[src/rtl/timer_min_seg.sv]
`default_nettype none
// ============================================================================
//  Module      : timer_min_seg
//  Description : M:SS countdown timer built from three cascaded BCD
//                down-counters (seconds units mod 10, seconds tens mod 6,
//                minutes units mod 10). Stops at 0:00 and pulses done once
//                when the count arrives there by decrementing.
//  Revision    : 1.0 - initial release
// ============================================================================
module timer_min_seg (
   input  logic       clk,
   input  logic       clearn,
   input  logic       loadn,
   input  logic       en,
   input  logic [3:0] data_min,
   input  logic [3:0] data_tens,
   input  logic [3:0] data_units,
   output logic [3:0] min_units,
   output logic [3:0] sec_tens,
   output logic [3:0] sec_units,
   output logic       zero,
   output logic       done
);

   localparam logic [3:0] c_max_units = 4'd9;
   localparam logic [3:0] c_max_tens  = 4'd5;
   localparam logic [3:0] c_max_min   = 4'd9;

   logic [3:0] r_min;
   logic [3:0] r_tens;
   logic [3:0] r_units;
   logic       r_done;

   logic [3:0] w_load_min;
   logic [3:0] w_load_tens;
   logic [3:0] w_load_units;
   logic [3:0] w_next_min;
   logic [3:0] w_next_tens;
   logic [3:0] w_next_units;
   logic       w_zero;
   logic       w_borrow_units;
   logic       w_borrow_tens;
   logic       w_at_one;

   // Clamp load data so the digit registers can only ever hold legal BCD.
   always_comb begin
      w_load_min   = (data_min   > c_max_min)   ? c_max_min   : data_min;
      w_load_tens  = (data_tens  > c_max_tens)  ? c_max_tens  : data_tens;
      w_load_units = (data_units > c_max_units) ? c_max_units : data_units;
   end

   // Decrement cascade: borrows ripple through all digits within one cycle.
   always_comb begin
      w_zero         = (r_min == 4'd0) && (r_tens == 4'd0) && (r_units == 4'd0);
      w_borrow_units = (r_units == 4'd0);
      w_borrow_tens  = w_borrow_units && (r_tens == 4'd0);
      w_at_one       = (r_min == 4'd0) && (r_tens == 4'd0) && (r_units == 4'd1);

      w_next_units = w_borrow_units ? c_max_units : (r_units - 4'd1);
      w_next_tens  = r_tens;
      w_next_min   = r_min;
      if (w_borrow_units) begin
         w_next_tens = (r_tens == 4'd0) ? c_max_tens : (r_tens - 4'd1);
      end
      if (w_borrow_tens) begin
         // Only reached when min is non-zero, since 0:00 never decrements.
         w_next_min = r_min - 4'd1;
      end
   end

   // Digit and done registers: clear, then load, then count, else hold.
   always_ff @(posedge clk) begin
      if (!clearn) begin
         r_min   <= 4'd0;
         r_tens  <= 4'd0;
         r_units <= 4'd0;
         r_done  <= 1'b0;
      end else if (!loadn) begin
         r_min   <= w_load_min;
         r_tens  <= w_load_tens;
         r_units <= w_load_units;
         r_done  <= 1'b0;
      end else if (en && !w_zero) begin
         r_min   <= w_next_min;
         r_tens  <= w_next_tens;
         r_units <= w_next_units;
         r_done  <= w_at_one;
      end else begin
         r_done  <= 1'b0;
      end
   end

   assign min_units = r_min;
   assign sec_tens  = r_tens;
   assign sec_units = r_units;
   assign zero      = w_zero;
   assign done      = r_done;

endmodule
`default_nettype wire

[config.mk]
export PLATFORM = sky130hd
export DESIGN_NAME = timer_min_seg
export DESIGN_NICKNAME = d
export VERILOG_FILES = /design/src/rtl/timer_min_seg.sv
export SDC_FILE = /design/constraint.sdc
export NUM_CORES = 1
export LEC_CHECK = 0
export ABC_AREA = 1
export CAP_MARGIN = 20
export CORE_MARGIN = 5
export CORE_UTILIZATION = 48
export CTS_CLUSTER_DIAMETER = 150
export DETAILED_ROUTE_END_ITERATION = 8
export PLACE_DENSITY = 0.8
export SETUP_SLACK_MARGIN = 0.1
export SYNTH_ARGS = -nofsm -noshare
export SYNTH_HDL_FRONTEND = slang
export SYNTH_SLANG_ARGS = --single-unit
[constraint.sdc]
create_clock -name clk -period 2.3 [get_ports clk]
set_input_delay 0.23 -clock clk [delete_from_list [all_inputs] [get_ports clk]]
set_output_delay 0.23 -clock clk [all_outputs]
set_load 0.02 [all_outputs]
# == After elaboration in Yosys (flattened, before gate mapping) ==
# Cells that the tools add are included.
# totals
ff_bits,13
in_bits,16
output_inout_bits,14
# op_classes
n_eq_ne,4
order_cmp,3
n_reduce_logical,12
muxes,13
add_sub_neg,3
# ops
cell,n
2-to-1 mux 4 bit,13
logical NOT 4 bit,3
"subtractor 4 x 1 -> 4 bit, second input constant",3
"greater-than comparator 4 bit, second input constant",2
"inequality test 2 x 1 -> 1 bit, second input constant",3
logical AND 1 bit,5
"== test 4 x 1 -> 1 bit, second input constant",1
"greater-than comparator 4 x 3 -> 1 bit, second input constant",1
AND reduction 2 bit,2
AND reduction 3 bit,1
logical NOT 1 bit,1

# == Depth between registers and ports, before layout ==
# Gate-level depths: netlist of the first run.
# logic_depth
ltp_word,7
ltp_mapped,11
depth_no_buf,11

# == Least setup slack after synthesis of the first run ==
# OpenSTA, ideal clock, no wires.
# synth_path
path_type,register to register
start,"register r_min[0], in the netlist min_units[0]"
end,"register r_tens[3], in the netlist sec_tens[3]"
t_required_ns,2.189
arrival_time_ns,1.392
period_less_slack_ns,1.503
path_slack_ns,0.797
stages_incl_launch_ff,12
path_cell_list,dfxtp_1 inv_1 ha_1 nand2_1 nor2_2 nand2_2 nand2_2 nand2_4 buf_6 nand3_1 nand3_1 inv_1
# synth_between
elab_chain_len,7
# synth_lines
element,line,source
"start, declared",29,logic [3:0] r_min;
"start signal, assigned",79,r_min <= w_load_min;
"start signal, assigned",84,r_min <= w_next_min;
logical NOT 4 bit,54,w_zero = (r_min == 4'd0) && (r_tens == 4'd0) && (r_units == 4'd0);
logical AND 1 bit (2 in series),54,
logical NOT 1 bit,83,end else if (en && !w_zero) begin
logical AND 1 bit,83,
inequality test 2 x 1 -> 1 bit (no line),-,
AND reduction 2 bit (no line),-,
"end signal, assigned",80,r_tens <= w_load_tens;
"end signal, assigned",85,r_tens <= w_next_tens;
"end, declared",30,logic [3:0] r_tens;
# No other way between the ends.
# A chain may end at the register's enable or synchronous reset.

# == Final worst setup path of the first run ==
# layout_path
start,"register r_min[0], in the netlist min_units[0]"
end,output zero
# layout_between
elab_chain_len,3
# layout_lines
element,line,source
logical NOT 4 bit,54,
logical AND 1 bit (2 in series),54,
"end, declared",21,"output logic zero,"
# No other way between the ends.

==> results of run 1 <==
-- layout by cell type, fill, tap and decap left out, types with 2 or more instances in the layout --
| master | instances |
|---|---|
| o21ai_0 | 8 |
| nand2_1 | 28 |
| ha_1 | 2 |
| nor2_1 | 22 |
| clkbuf_4 | 3 |
| inv_1 | 19 |
| nand3_1 | 13 |
| a21oi_1 | 11 |
| nand4_1 | 2 |
| dfxtp_1 | 13 |
| clkdlybuf4s50_1 | 29 |
| a31oi_1 | 2 |
| nand2_2 | 4 |
| o21ai_1 | 2 |
| o211ai_1 | 2 |
| nor2_2 | 4 |
-- sequential cells by signal, indices dropped and copies added, names as in the netlist --
signal,count
done,1
sec_tens,4
min_units,4
sec_units,4
-- cell families after synthesis --
| family | share of synthesized area, % |
|---|---|
| and+or+nand+nor | 38.91 |
| AOI/OAI and AO/OA | 16.60 |
| buffers and inverters | 11.71 |
| DFF | 29.01 |
| adders and majority gates | 2.789 |
| xor gates and xnor gates | 0.9765 |
-- per-stage QoR --
step                hold WS [ns]  worst slack, ns
floorplan                 0.3813           0.7970
global placement          0.4699           0.5681
detailed placement        0.4732           0.5598
CTS                       0.4896           0.2357
global route              0.5294           0.1310
finish                    0.4877           0.2405
-- worst reg2reg max path, stage by stage (launching register included) --
cell	delay (ns)
dfxtp_1	0.37
inv_1	0.11
ha_1	0.20
nand2_1	0.10
nor2_2	0.05
nand2_2	0.06
nand2_2	0.07
nand2_4	0.16
inv_1	0.09
nor2_1	0.11
nor2_1	0.05
-- metal layers --
metal / track usage (%) / share of wire [%] / up-vias
li1: - / - / 528
met1: 20.64 / 46 / 429
met2: 30.41 / 49 / 22
met3: 5.915 / 4.9 / 2
met4: 3.830 / 0.45 / 0
met5: 0 / 0 / -
-- where the power goes --
group / internal (mW) / switching [mW] / total [mW]
Combinational: 0.137 / 0.172 / 0.309
Sequential: 0.249 / 0.0291 / 0.278
Clock: 0.0676 / 0.0800 / 0.148
-- how the worst min path moves through the flow --
stage,startpoint,to,cells past startpoint
floorplan,clearn,sec_tens[2],2
detailed placement,sec_tens[3],sec_tens[3],2
global placement,sec_tens[3],sec_tens[3],2
finish,sec_tens[3],sec_tens[3],2
global route,sec_tens[3],sec_tens[3],2
CTS,sec_tens[3],sec_tens[3],2
-- area by class of cell --
type	instances	area [um2]	area share, %
Inverter	21	78.83	6.429
Clock buffer	4	26.28	2.143
Timing Repair Buffer	30	297.8	24.29
Tap cell	25	31.28	2.551
Multi-Input combinational cell	106	531.8	43.37
Sequential cell	13	260.3	21.22
==> results.json, run 1 <==
{
  "status": "complete, no violations",
  "post_cts_resize_count": 0,
  "portBuffers": 29,
  "cp.required_ns": 2.07,
  "postSynthAreaPerCell_um2": 6.230,
  "grt_max_degree": 18,
  "reg2regPathDepth": 10,
  "syn_inst": 144,
  "fin_skew_ns": 0.009214,
  "cts_buffer_depth": 2,
  "crit_type": "reg -> out",
  "nets": 193,
  "cp_common_cell": "inv_1",
  "dpl-instance-area_um2": 1200,
  "grt_overflow_total": 0,
  "clock-sinks": 13,
  "design.core.area_um2": 1745,
  "relSlewSlack_pct": 70.52,
  "post-route-period-util_pct": 89.54,
  "num_vias": 981,
  "final_core_util_pct": 70.25,
  "ir_drop_uv": 431.4,
  "cts_root_buf": "clkbuf_4",
  "synthArstFlopShare_pct": 0,
  "ys.flop_type": "dfxtp_1",
  "cp_max_fo": 4,
  "die_w_um": 53.23,
  "synth_top_area_share_pct": 29.01,
  "synth_warnings": 0,
  "yosys-top-cells-area": "dfxtp_1 (29%), nand2_1 (12%), nor2_1 (9.2%)",
  "finalHoldViolCount": 0,
  "cp-end-kind": "primary output",
  "clk_latency_ns": 0.29,
  "hpwl_mm": 1.683,
  "power_density_nw_per_um2": 599.4,
  "rsz0062_at_grt": "no",
  "drc": 0,
  "ios": 30,
  "drt_first_pass_iters": 4,
  "fin_cells": 199,
  "grt_antenna_before_repair": 0,
  "cp.depth": 7,
  "ys_ff_latch": 13,
  "syn_nets": 162,
  "grt_pass1_wl_mm": 3.663,
  "fmax_mhz": 485.6,
  "cp_slowest_cell": "clkdlybuf4s50_1",
  "synth_edf_count": 0,
  "yosysSeqAreaShare_pct": 29.01,
  "num_antenna_cells": 0,
  "arrival_ns": 1.83,
  "min_path_type": "reg -> reg",
  "r2r_setup_slack_ns": 0.83,
  "htreeDepth": 1,
  "setup_tns_ns": 0,
  "slew_viol_final": 0,
  "r2r_start": "min_units[0]",
  "viasPerCell": 4.930,
  "first_global_vias": 885,
  "critical_path.max_stage_delay_ns": 0.59,
  "leakage_nw": 0.5557,
  "post_drt_wl_per_cell_um": 11.18,
  "fillCellCount": 163,
  "ys_types": 25,
  "period_needed_ns": 2.059,
  "syn_area_um2": 897.1,
  "routed_wl_mm": 2.225,
  "placedCellCount": 195,
  "drive_above_1_share_pct": 8.621,
  "setup_viol": 0,
  "dr.first_iter.drc_count": 22,
  "cts_hold_buf": 0,
  "die_y_um": 53.23,
  "gr-usage-all-layers_pct": 17.57,
  "path_cells": "inv_1, ha_1, nand2_1, nor2_2, nand2_2, inv_1, clkdlybuf4s50_1",
  "critPathBufInv": 3,
  "start_util_pct": 51.40,
  "r2r_end": "sec_units[2]",
  "synth_common_cells": "nand2_1 (28), nor2_1 (22), inv_1 (19)",
  "ant_nets": 0,
  "cp_top_family": "buffers and inverters",
  "place.gp.congestion": 0.8730,
  "cts_tree": "built",
  "drv_cap": 0,
  "fin_area_um2": 1226,
  "cp-startpoint": "min_units[0]",
  "synth_most_common_cell": "nand2_1",
  "rows": 15,
  "worst_pin_slew_ns": 0.4409,
  "cts_setup_buffers": 0,
  "clkTransAtPathRegs_ns": 0.08,
  "setup.worst_path.start_class": "flip-flop",
  "yosys.area.top_type": "dfxtp_1",
  "area_growth_pct": 36.68,
  "cp-endpoint": "zero",
  "die_area_um2": 2833,
  "power_uw": 734.9,
  "cts_made_buffers": 3
}
No activity file was read; power rests on OpenSTA's default activity.
==> run 2, diff against run 1 <==
RECOVER_POWER = 100   (was default)
==> run 2 against run 1 <==
Effect of this change:
- flip-flop and latch count unchanged
- global-route usage stayed put
- setup slack improved by 0.017 ns
- combinational power shrank 5%
- register-to-register slack got worse by 0.30 ns
- sequential share of layout area up 0.29 points
- routed wire length is 0.99% lower
- fmax up 0.84%
- clock skew about the same
- critical path depth stayed put
==> results.json, run 2 (same netlist as run 1, synthesis figures left out) <==
{
  "setup_viol": 0,
  "clock-sinks": 13,
  "portBuffers": 29,
  "setup_tns_ns": 0,
  "power_uw": 714.8,
  "switching_share_pct": 38.14,
  "cts_setup_buffers": 0,
  "p_seq_share_pct": 38.7,
  "cts_made_buffers": 3,
  "status": "complete, no violations",
  "grt_max_degree": 18,
  "r2r_start": "min_units[0]",
  "cp-startpoint": "min_units[0]",
  "relSlewSlack_pct": 64.02,
  "cts_root_buf": "clkbuf_4",
  "start_util_pct": 51.40,
  "routed_wl_mm": 2.203,
  "die_y_um": 53.23,
  "cp-endpoint": "zero",
  "place.gp.congestion": 0.8730,
  "num_vias": 977,
  "nets": 193,
  "register_area_um2": 260.3,
  "layout_common_cells": "nand2_1 (30), nor2_1 (23), inv_1 (19)",
  "setup.worst_path.start_class": "flip-flop",
  "cts_hold_buf": 0,
  "drt_first_pass_iters": 4,
  "worst_slack_ns": 0.2577,
  "clk_latency_ns": 0.28,
  "gr-usage-all-layers_pct": 17.57,
  "arrival_ns": 1.81,
  "grt_antenna_before_repair": 0,
  "drc": 0,
  "leakage_nw": 0.5788,
  "cp_max_fo": 4,
  "post_cts_resize_count": 0,
  "htreeDepth": 1,
  "reg2regPathDepth": 10,
  "cp-end-kind": "primary output",
  "slew_viol_final": 0,
  "dp_slack_ns": 0.5598,
  "holdPathStages": 2,
  "r2r_setup_slack_ns": 0.53,
  "cts_buffer_depth": 2,
  "multiInputGateArea_um2": 519.2,
  "grt_pass1_wl_mm": 3.663,
  "clkTransAtPathRegs_ns": 0.08,
  "fin_skew_ns": 0.009610,
  "pwr-share-clk_pct": 20.1,
  "die_area_um2": 2833,
  "layout_commonest_cell": "nand2_1",
  "p_switching_uw": 272.6,
  "drive_above_1_share_pct": 6.322,
  "area_growth_pct": 34.87,
  "period_needed_ns": 2.042,
  "viasPerCell": 4.910,
  "worst_pin_slew_ns": 0.5385,
  "drv_cap": 0,
  "rows": 15,
  "p_comb_share_pct": 41.2,
  "num_antenna_cells": 0,
  "ant_nets": 0,
  "design.core.area_um2": 1745,
  "cts_tree": "built",
  "finalHoldViolCount": 0,
  "first_global_vias": 885,
  "fmax_mhz": 489.6,
  "post_drt_wl_per_cell_um": 11.07,
  "ios": 30,
  "die_w_um": 53.23,
  "ir_drop_uv": 419.3,
  "crit_type": "reg -> out",
  "rsz0062_at_grt": "no",
  "min_path_type": "reg -> reg",
  "fillCellCount": 169,
  "dr.first_iter.drc_count": 23,
  "post-route-period-util_pct": 88.80,
  "p_int_uw": 442.1,
  "cp.required_ns": 2.07,
  "grt_overflow_total": 0,
  "power_density_nw_per_um2": 590.8,
  "r2r_end": "sec_units[2]",
  "hpwl_mm": 1.683
}
[run 2: worst max-delay path, stage by stage (launching register included)]
cell and delay [ns]:
dfxtp_1 0.33, inv_1 0.13, ha_1 0.16, nand2_1 0.07, nor2_1 0.13, nand2_2 0.06
inv_1 0.06, clkdlybuf4s50_1 0.59
[run 2: through the flow]
step	cells	utilization (%)	hold slack [ns]	instance area, um2
2_1_floorplan	144	-	0.3813	897.1
3_3_place_gp	195	68.75	0.4699	1200
3_5_place_dp	195	68.75	0.4732	1200
4_1_cts	199	70.25	0.4896	1226
5_1_grt	199	69.32	0.5270	1210
6_report	199	69.32	0.4851	1210
[run 2: worst min-delay path by stage]
stage / startpoint / endpoint / slack [ns]
after floorplan: clearn / sec_tens[2] / 0.38
after global placement: sec_tens[3] / sec_tens[3] / 0.47
after detailed placement: sec_tens[3] / sec_tens[3] / 0.47
after CTS: sec_tens[3] / sec_tens[3] / 0.49
after global routing: sec_tens[3] / sec_tens[3] / 0.53
final: sec_tens[3] / sec_tens[3] / 0.49
[run 2: power by group through the flow]
stage / clock network, mW / logic, mW / registers, mW
detailed placement: 0 / 0.308 / 0.283
floorplan: 0 / 0.176 / 0.307
global placement: 0 / 0.305 / 0.281
CTS: 0.148 / 0.311 / 0.278
finish: 0.143 / 0.295 / 0.277
global route: 0.160 / 0.330 / 0.281
[run 2: layer usage]
layer	vias to the layer above	track usage (%)	part of all wire, %
li1	527	-	-
met1	420	20.64	46
met2	28	30.41	48
met3	2	5.915	6.0
met4	0	3.830	0.45
met5	-	0	0
[run 2: final cells by class]
cell class,instances,share of cell area (%)
multi-input cells,106,42.92
repair buffers,30,24.30
flip-flops and latches,13,21.51
inverters,21,6.515
well taps,25,2.585
clock buffers,4,2.172
==> run 3, diff against run 2 <==
SLEW_MARGIN = 20   (was default)
==> results of run 3 <==
Same layout as run 2: the final DEF is identical, and so are final timing and power.
